## config.mk

```make
export PLATFORM = sky130hd
export DESIGN_NAME = mem_arbiter
export DESIGN_NICKNAME = d
export VERILOG_FILES = /design/src/rtl/mem_arb_pkg.sv /design/src/rtl/mem_arb_picker.sv /design/src/rtl/mem_arbiter.sv
export SDC_FILE = /design/constraint.sdc
export NUM_CORES = 1
export LEC_CHECK = 0
export ABC_AREA = 1
export ABC_CLOCK_PERIOD_IN_PS = 1400
export BUFFER_PORTS_ARGS = -buffer_cell sky130_fd_sc_hd__buf_4
export CORE_AREA = 2 2 365 367
export DETAILED_ROUTE_END_ITERATION = 10
export DIE_AREA = 0 0 367 369
export PLACE_DENSITY = 0.3
export SLEW_MARGIN = 5
export SYNTH_ARGS = -nofsm -noshare
export SYNTH_HDL_FRONTEND = slang
export SYNTH_SLANG_ARGS = --single-unit
```

## constraint.sdc

```tcl
create_clock -name clk -period 1.4 [get_ports clk]
set_input_delay 0.21 -clock clk [delete_from_list [all_inputs] [get_ports clk]]
set_output_delay 0.21 -clock clk [all_outputs]
set_load 0.02 [all_outputs]
```

## src/rtl/mem_arb_pkg.sv

```systemverilog
// Shared types and defaults for the two-port main-memory arbiter.
// Policy macro used by the arbiter files: MEM_ARB_ROUND_ROBIN_EN.
package mem_arb_pkg;

  // Arbiter transaction phases.
  typedef enum logic [1:0] {
    ARB   = 2'd0,  // idle, choosing the next owner
    REQ   = 2'd1,  // request beat presented to memory
    WDATA = 2'd2,  // write-data beat presented to memory
    RRESP = 2'd3   // collecting refill beats for a read
  } arb_state_t;

  // Owner of the memory port.
  typedef enum logic [1:0] {
    NONE = 2'd0,
    IC   = 2'd1,
    DC   = 2'd2
  } grant_t;

  localparam int DEF_MEM_ADDR_BITS = 28;
  localparam int DEF_MEM_DATA_BITS = 128;
  localparam int DEF_READ_BEATS    = 4;

  // Counter width for a given number of read beats (never zero).
  function automatic int beat_cnt_width(input int beats);
    return (beats > 1) ? $clog2(beats) : 1;
  endfunction

endpackage

```

## src/rtl/mem_arb_picker.sv

```systemverilog
// Combinational two-way winner selection for the memory arbiter.
// MEM_ARB_ROUND_ROBIN_EN defined: ties go to the port not granted last.
// MEM_ARB_ROUND_ROBIN_EN undefined: fixed priority, DC wins every tie.
module mem_arb_picker
  import mem_arb_pkg::*;
(
  input  logic       i_ic_valid,
  input  logic       i_dc_valid,
  input  logic [1:0] i_last_grant,
  output logic [1:0] o_winner
);

  // Pick at most one requester; NONE when nobody is asking.
  always_comb begin
    o_winner = NONE;
    if (i_ic_valid && i_dc_valid) begin
`ifdef MEM_ARB_ROUND_ROBIN_EN
      o_winner = (i_last_grant == IC) ? DC : IC;
`else
      o_winner = DC;
`endif
    end else if (i_ic_valid) begin
      o_winner = IC;
    end else if (i_dc_valid) begin
      o_winner = DC;
    end
  end

`ifndef MEM_ARB_ROUND_ROBIN_EN
  // Fixed priority ignores history; keep the port for a uniform interface.
  logic w_unused_last;
  assign w_unused_last = ^i_last_grant;
`endif

endmodule

```

## src/rtl/mem_arbiter.sv

```systemverilog
// Shares one main-memory port between the instruction cache (IC) and the
// data cache (DC). One owner holds the port for a whole transaction:
// request + one write-data beat, or request + READ_BEATS refill beats.
// MEM_ARB_ROUND_ROBIN_EN selects round-robin tie breaking (see picker).
//
// Handshakes: a beat transfers in the cycle where its valid and ready are
// both high at the rising clock edge. Requesters hold valid (and fields)
// stable until they see ready; ready never depends on anything other than
// the registered owner and the matching memory-side ready.
module mem_arbiter
  import mem_arb_pkg::*;
#(
  parameter int  MEM_ADDR_BITS = DEF_MEM_ADDR_BITS,
  parameter int  MEM_DATA_BITS = DEF_MEM_DATA_BITS,
  parameter int  READ_BEATS    = DEF_READ_BEATS,
  localparam int MASK_BITS     = MEM_DATA_BITS / 8,
  localparam int BEAT_W        = beat_cnt_width(READ_BEATS)
) (
  input  logic                     clk,
  input  logic                     reset,
  // instruction cache port
  input  logic                     ic_mem_req_valid,
  output logic                     ic_mem_req_ready,
  input  logic [MEM_ADDR_BITS-1:0] ic_mem_req_addr,
  input  logic                     ic_mem_req_rw,
  input  logic                     ic_mem_req_data_valid,
  output logic                     ic_mem_req_data_ready,
  input  logic [MEM_DATA_BITS-1:0] ic_mem_req_data_bits,
  input  logic [MASK_BITS-1:0]     ic_mem_req_data_mask,
  output logic                     ic_mem_resp_valid,
  output logic [MEM_DATA_BITS-1:0] ic_mem_resp_data,
  // data cache port
  input  logic                     dc_mem_req_valid,
  output logic                     dc_mem_req_ready,
  input  logic [MEM_ADDR_BITS-1:0] dc_mem_req_addr,
  input  logic                     dc_mem_req_rw,
  input  logic                     dc_mem_req_data_valid,
  output logic                     dc_mem_req_data_ready,
  input  logic [MEM_DATA_BITS-1:0] dc_mem_req_data_bits,
  input  logic [MASK_BITS-1:0]     dc_mem_req_data_mask,
  output logic                     dc_mem_resp_valid,
  output logic [MEM_DATA_BITS-1:0] dc_mem_resp_data,
  // memory side
  output logic                     mem_req_valid,
  input  logic                     mem_req_ready,
  output logic [MEM_ADDR_BITS-1:0] mem_req_addr,
  output logic                     mem_req_rw,
  output logic                     mem_req_data_valid,
  input  logic                     mem_req_data_ready,
  output logic [MEM_DATA_BITS-1:0] mem_req_data_bits,
  output logic [MASK_BITS-1:0]     mem_req_data_mask,
  input  logic                     mem_resp_valid,
  input  logic [MEM_DATA_BITS-1:0] mem_resp_data,
  // observation of internal state
  output logic [1:0]               o_dbg_state,
  output logic [1:0]               o_dbg_grant,
  output logic [BEAT_W-1:0]        o_dbg_beat_cnt
);

  localparam logic [BEAT_W-1:0] LAST_BEAT = BEAT_W'(READ_BEATS - 1);

  arb_state_t          r_state;
  arb_state_t          w_state_nxt;
  grant_t              r_grant;
  grant_t              w_grant_nxt;
  logic                r_rw;
  logic                w_rw_nxt;
  logic [BEAT_W-1:0]   r_beat;
  logic [BEAT_W-1:0]   w_beat_nxt;
  grant_t              w_last_nxt;
  logic [1:0]          w_last_for_pick;
  logic [1:0]          w_winner;

  logic                     w_ic_own;
  logic                     w_dc_own;
  logic                     w_sel_valid;
  logic [MEM_ADDR_BITS-1:0] w_sel_addr;
  logic                     w_sel_rw;
  logic                     w_sel_data_valid;
  logic [MEM_DATA_BITS-1:0] w_sel_data_bits;
  logic [MASK_BITS-1:0]     w_sel_data_mask;

  // Owner decode and field mux, straight from the registered grant.
  assign w_ic_own         = (r_grant == IC);
  assign w_dc_own         = (r_grant == DC);
  assign w_sel_valid      = w_ic_own ? ic_mem_req_valid      : dc_mem_req_valid;
  assign w_sel_addr       = w_ic_own ? ic_mem_req_addr       : dc_mem_req_addr;
  assign w_sel_rw         = w_ic_own ? ic_mem_req_rw         : dc_mem_req_rw;
  assign w_sel_data_valid = w_ic_own ? ic_mem_req_data_valid : dc_mem_req_data_valid;
  assign w_sel_data_bits  = w_ic_own ? ic_mem_req_data_bits  : dc_mem_req_data_bits;
  assign w_sel_data_mask  = w_ic_own ? ic_mem_req_data_mask  : dc_mem_req_data_mask;

  // Response data is broadcast; only the valids are steered.
  assign ic_mem_resp_data = mem_resp_data;
  assign dc_mem_resp_data = mem_resp_data;

`ifdef MEM_ARB_ROUND_ROBIN_EN
  grant_t r_last;

  // Last completed owner; moves only when a transaction finishes.
  always_ff @(posedge clk or posedge reset) begin
    if (reset) begin
      r_last <= DC;
    end else begin
      r_last <= w_last_nxt;
    end
  end

  assign w_last_for_pick = r_last;
`else
  // Fixed priority keeps no history.
  assign w_last_for_pick = DC;
`endif

  mem_arb_picker u_picker (
    .i_ic_valid   (ic_mem_req_valid),
    .i_dc_valid   (dc_mem_req_valid),
    .i_last_grant (w_last_for_pick),
    .o_winner     (w_winner)
  );

  // State, owner, direction and beat count registers.
  always_ff @(posedge clk or posedge reset) begin
    if (reset) begin
      r_state <= ARB;
      r_grant <= NONE;
      r_rw    <= 1'b0;
      r_beat  <= '0;
    end else begin
      r_state <= w_state_nxt;
      r_grant <= w_grant_nxt;
      r_rw    <= w_rw_nxt;
      r_beat  <= w_beat_nxt;
    end
  end

  // Next-state logic and per-phase routing of valids, readies and fields.
  always_comb begin
    w_state_nxt           = r_state;
    w_grant_nxt           = r_grant;
    w_rw_nxt              = r_rw;
    w_beat_nxt            = r_beat;
    w_last_nxt            = grant_t'(w_last_for_pick);
    ic_mem_req_ready      = 1'b0;
    dc_mem_req_ready      = 1'b0;
    ic_mem_req_data_ready = 1'b0;
    dc_mem_req_data_ready = 1'b0;
    ic_mem_resp_valid     = 1'b0;
    dc_mem_resp_valid     = 1'b0;
    mem_req_valid         = 1'b0;
    mem_req_addr          = '0;
    mem_req_rw            = 1'b0;
    mem_req_data_valid    = 1'b0;
    mem_req_data_bits     = '0;
    mem_req_data_mask     = '0;

    case (r_state)
      ARB: begin
        // Nothing is routed while idle; latch the winner and its direction.
        if (w_winner != NONE) begin
          w_state_nxt = REQ;
          w_grant_nxt = grant_t'(w_winner);
          w_rw_nxt    = (w_winner == IC) ? ic_mem_req_rw : dc_mem_req_rw;
        end
      end

      REQ: begin
        mem_req_valid    = w_sel_valid;
        mem_req_addr     = w_sel_addr;
        mem_req_rw       = w_sel_rw;
        ic_mem_req_ready = w_ic_own & mem_req_ready;
        dc_mem_req_ready = w_dc_own & mem_req_ready;
        // A dropped valid just stalls here; the grant is kept.
        if (w_sel_valid && mem_req_ready) begin
          w_state_nxt = r_rw ? WDATA : RRESP;
          w_beat_nxt  = '0;
        end
      end

      WDATA: begin
        mem_req_data_valid    = w_sel_data_valid;
        mem_req_data_bits     = w_sel_data_bits;
        mem_req_data_mask     = w_sel_data_mask;
        ic_mem_req_data_ready = w_ic_own & mem_req_data_ready;
        dc_mem_req_data_ready = w_dc_own & mem_req_data_ready;
        if (w_sel_data_valid && mem_req_data_ready) begin
          w_state_nxt = ARB;
          w_grant_nxt = NONE;
          w_last_nxt  = r_grant;
        end
      end

      RRESP: begin
        ic_mem_resp_valid = w_ic_own & mem_resp_valid;
        dc_mem_resp_valid = w_dc_own & mem_resp_valid;
        if (mem_resp_valid) begin
          if (r_beat == LAST_BEAT) begin
            w_beat_nxt  = '0;
            w_state_nxt = ARB;
            w_grant_nxt = NONE;
            w_last_nxt  = r_grant;
          end else begin
            w_beat_nxt = r_beat + BEAT_W'(1);
          end
        end
      end

      default: begin
        w_state_nxt = ARB;
        w_grant_nxt = NONE;
      end
    endcase
  end

  assign o_dbg_state    = r_state;
  assign o_dbg_grant    = r_grant;
  assign o_dbg_beat_cnt = r_beat;

endmodule

```

Yosys cells after proc, flatten, opt, wreduce, memory -nomap -nowiden --
Cells that the tools add are included.
Word-level totals: register bits 7, input port bits 483, logic and storage cells 69
Cells by class: add/sub/neg operators 1, eq/ne operators 12, mux-type cells 35, bitwise logic cells 6, reduce and logical (&&, ||, !) cells 11
Operator list (count):
- 2-to-1 mux 128 bit | 2
- 2-to-1 mux 28 bit | 2
- 2-to-1 mux 16 bit | 2
- 2-to-1 mux 2 bit | 12
- 2-to-1 mux 1 bit | 14
- != test 2 bit (second input constant) | 5
- AND reduction 5 bit | 2
- == test 2 bit (second input constant) | 4
- case mux 2 bit (4 select lines) | 1
- AND 1 bit | 6
- == test 2 x 1 -> 1 bit (second input constant) | 3
- case mux 2 bit (3 select lines) | 1
- case mux 2 bit (2 select lines) | 1
- nonzero test 2 bit | 2
- logical AND 1 bit | 3
- AND reduction 3 bit | 1
- nonzero test 3 bit | 1
- adder 2 x 1 -> 2 bit (second input constant) | 1
- zero test 2 bit | 1
- AND reduction 2 bit | 1

Depth between registers and ports, before layout --
word-level depth 6, mapped depth 10

By module --
A second synthesis with hierarchy kept.
Second synthesis, totals: cells, all modules 922, area, all modules 5017.3 um^2
Modules (own cells, without submodules):
- mem_arbiter | instances 1, cells each 919, area an instance 5006.1 um^2, seq. area each 175.2 um^2
- mem_arb_picker | instances 1, cells each 3, area an instance 11.3 um^2, seq. area each 0.0 um^2

Worst setup path before layout --
OpenSTA, ideal clock, no wires.
path kind register -> output, from register r_state[1] (netlist: o_dbg_state[1]), to output port dc_mem_req_data_ready, arrival 1455 ps, path slack -265 ps, cell stages (with the launch flop) 6, cells stage by stage dfrtp_1 > inv_2 > nor2_4 > buf_6 > inv_1 > nor3_1
On the way: cells in the longest elaborated chain, start to end 2
RTL lines:
- start: declaration | line mem_arbiter.sv:62 | arb_state_t r_state;
- start signal: assignment | line mem_arbiter.sv:130 | r_state <= w_state_nxt;
- == test 2 bit | line mem_arbiter.sv:157 | case (r_state)
- 2-to-1 mux 1 bit | line mem_arbiter.sv:157
- end: declaration | line mem_arbiter.sv:38 | output logic dc_mem_req_data_ready,
Every way passes these cells.

Worst setup path in the final report --
from register r_grant[1] (netlist: o_dbg_grant[1]), to output port mem_req_data_bits[66]
On the way: cells in the longest elaborated chain, start to end 3
RTL lines:
- start: declaration | line mem_arbiter.sv:64 | grant_t r_grant;
- start signal: assignment | line mem_arbiter.sv:131 | r_grant <= w_grant_nxt;
- == test 2 x 1 -> 1 bit | line mem_arbiter.sv:84 | assign w_ic_own = (r_grant == IC);
- 2-to-1 mux 128 bit | line mem_arbiter.sv:90 | assign w_sel_data_bits = w_ic_own ? ic_mem_req_data_bits : dc_mem_req_data_bits;
- 2-to-1 mux 128 bit | line mem_arbiter.sv:157
- end: declaration | line mem_arbiter.sv:50 | output logic [MEM_DATA_BITS-1:0] mem_req_data_bits,
Every way passes these cells.

==> reports/results.txt <==
The flow ran to the end, but the final reports show violations. The checks that failed: setup timing. The clock transition at the registers of the reported paths is 0.04 ns.

The routed layout has 7518 vias. In this run the horizontal extent of the chip is 367 µm. The worst setup skew after layout was 0.000705 ns; the required time reported for the critical path endpoint was 1.19 ns. In the finished design, the share of the clock period the worst path needs comes to 145%. The floorplan step defined a core boundary enclosing 0.131 mm². TritonCTS built the clock tree.

0 antenna diodes ended up in the layout. The ratio of cells with drive above 1 in the final layout was 79.2%. The setup path with the least slack is of type reg2out. Counting the buffers created by CTS gives 3. The largest buffer count on any clock path was 2; the area used by multi-input combinational logic was 0.00423 mm². Setup violations remaining at the end of the flow were counted as 187.

The count of pins over their slew limit is 0, and the number of H-tree levels is 1. The tools report the distinct cell type count of the synthesized netlist as 23. The die is 369 µm tall. Once detail routing completed, the nets flagged for antenna violations numbered 0.

During synthesis, Yosys emitted a total of 0 warnings. After technology mapping, the gate count stands at 914. The sum of net half-perimeters after detailed placement is 71.9 mm. The most common cell after layout, fill and taps aside was sky130_fd_sc_hd__buf_4. The number of cells on the worst reg-to-reg path is 12. The total placed cells including tap cells was 3002. In this run the clock root is driven by a sky130_fd_sc_hd__clkbuf_16.

The worst setup path is captured at a primary output. Based on the critical path, the design can be clocked at up to 494 MHz. The floorplan has 133 rows. The tool flagged a number of max-cap violations equal to 0. During placement, the flow inserted port buffers numbering 541. Once layout is done, the placed cells without fillers occupy 0.0136 mm².

The worst setup margin was -0.625 ns; the number of global-route vias before repair was 7906. The finished layout holds 3055 standard cells, fillers aside. The wire length per cell after detailed routing is 26.7 µm. The run gives 3.82% as the initial core utilization. The worst hold path was traced through 4 stages.

The tools report the count of final hold-check violations as 0. For this run, design rule violations remaining after detail routing come to 0. The path class of the tightest hold or removal check is in2reg. The logs give 5.25 nW for the leakage dissipation and 1398 for the post-synth net total.

The run gives 81.6 mm as the total wire length after detailed routing. Proportion of synthesized chip area in sequential cells: 3.50%. Global routing used 11.2% of the available tracks across all layers. The maximum resistive drop on vdd is 535 µV, and the overall die area is 0.135 mm². Headroom to the max-slew limit came out at 75.2%.

The cell area that synthesis handed to floorplanning was 0.00501 mm². The final weighted congestion in routability-driven placement was 0.776; the standard cell area after detailed placement was 0.0109 mm². The count of filler cells inserted in the layout was 15500; the first-pass detailed-route iteration total was 4. The net total in the final layout is 1785. The post-synthesis area per instance is 5.48 µm². Setup repair after global routing could not meet its margin everywhere.

The run gives 926 as the number of top-level design ports. Global routing finished with a remaining overflow of 0. The count of clock tree sinks is 7. Dividing total power by cell area gives a power density of 2030 mW/mm². The maximum net fanout on the critical path works out to 8. The starting DRC count in detailed routing is 319. The tools report the initial antenna violation count as 9. The clock latency on the worst-skew pair came out at 0.23 ns.

In this run, synthesis produced a sequential element count of 7. The detailed-route vias per instance is 2.46, and the minimum clock period after layout is 2.02 ns. Entering global routing, the biggest net connects 34 pins. Relative to the synthesized area, the layout overhead comes to 172%. Data on the critical path arrives at its endpoint at 1.81 ns.

At the pin with the least slew margin, the transition time is 0.371 ns. The footprint of the flip-flops and latches came out at 180 µm². STA classifies the critical path startpoint as a flop. The first-pass GRT wire length was 96.7 mm.

In the layout the commonest cells are sky130_fd_sc_hd__buf_4, sky130_fd_sc_hd__buf_6, sky130_fd_sc_hd__nor2_1.
worst paths after layout:
path                             startpoint                     to  slack [ns]
setup / recovery             o_dbg_grant[1]  mem_req_data_bits[66]       -0.62
hold / removal             dc_mem_req_valid         o_dbg_grant[0]        0.28
setup reg to reg             o_dbg_state[1]         o_dbg_grant[0]       -0.29
hold reg to reg                        r_rw                   r_rw        0.53
max in group asynchronous             reset         o_dbg_state[1]        0.65
min in group asynchronous             reset      o_dbg_beat_cnt[1]        0.49
per-layer routing:
metal	wire, µm	share of wire (%)	vias to the layer above	GRT usage, %
li1	-	-	3409	-
met1	32700	40	3420	13.4
met2	38000	47	646	18.3
met3	10300	13	29	5.93
met4	520	0.64	14	0.654
met5	148	0.18	-	0.392
state kept, by name (all words and copies together), names as in the netlist:
signal and cells:
r_rw 1, o_dbg_state 2, o_dbg_beat_cnt 2, o_dbg_grant 2
power breakdown:
group | internal [W] | switching [W]
Combinational | 0.0115 | 0.0152
Sequential | 0.000298 | 0.0000804
Clock | 0.000380 | 0.000122
Total | 0.0122 | 0.0154
timing repair:
item,4_1_cts,5_1_grt
hold buffers,1,0
buffers inserted,22,13
gates cloned,11,7
endpoints found under the hold margin,7,0
pin swaps,32,54
gates resized for setup,315,147
endpoints found under the setup margin,187,187
through the flow:
| step | utilization, % | setup TNS, ns | total power (W) | hold slack [ns] | worst slack [ns] |
|---|---|---|---|---|---|
| 2_1_floorplan | - | -13.20 | 0.0111 | 0.0131 | -0.134 |
| 3_3_place_gp | 8.31 | -52.62 | 0.0208 | 0.202 | -0.681 |
| 3_5_place_dp | 8.31 | -52.13 | 0.0208 | 0.188 | -0.694 |
| 4_1_cts | 9.68 | -97.37 | 0.0261 | 0.277 | -0.624 |
| 5_1_grt | 10.4 | -102.78 | 0.0293 | 0.310 | -0.653 |
| 6_report | 10.4 | -90.58 | 0.0276 | 0.281 | -0.625 |
Yosys cell counts, drive strengths merged:
cell,count,area share (%)
a21boi,1,0.15
o21a,1,0.15
inv,17,1.3
buf,296,45
a21oi,5,0.57
o21ai,175,17
clkbuf,17,1.3
nand3b,1,0.15
or2,1,0.12
nand3,11,1.1
nand2,21,1.9
nor2,355,27
nor3,5,0.50
dfrtp,7,3.5
ha,1,0.25
cell families (layout without fill, tap and decap cells):
logic type | Yosys count | count (layout) | share of synthesized area, %
fa+ha+maj | 1 | 1 | 0.250
buf+inv | 330 | 716 | 47.1
flops | 7 | 7 | 3.50
simple gates | 394 | 394 | 30.8
compound gates | 182 | 182 | 18.4
critical path: stages (launching register included):
cell and delay (ns):
sky130_fd_sc_hd__dfrtp_2 0.41, sky130_fd_sc_hd__inv_4 0.08, sky130_fd_sc_hd__nand2_8 0.09, sky130_fd_sc_hd__inv_16 0.14, sky130_fd_sc_hd__buf_6 0.17, sky130_fd_sc_hd__buf_16 0.15, sky130_fd_sc_hd__nor2_1 0.05, sky130_fd_sc_hd__nor2_2 0.28
sky130_fd_sc_hd__buf_6 0.18
layout make-up:
| type | instances | area share (%) |
|---|---|---|
| Clock buffer | 4 | 0.579 |
| Inverter | 17 | 0.681 |
| Multi-Input combinational cell | 577 | 31.1 |
| Sequential cell | 7 | 1.32 |
| Tap cell | 1755 | 16.1 |
| Timing Repair Buffer | 695 | 50.2 |
Power figures use the tool's default switching activity.
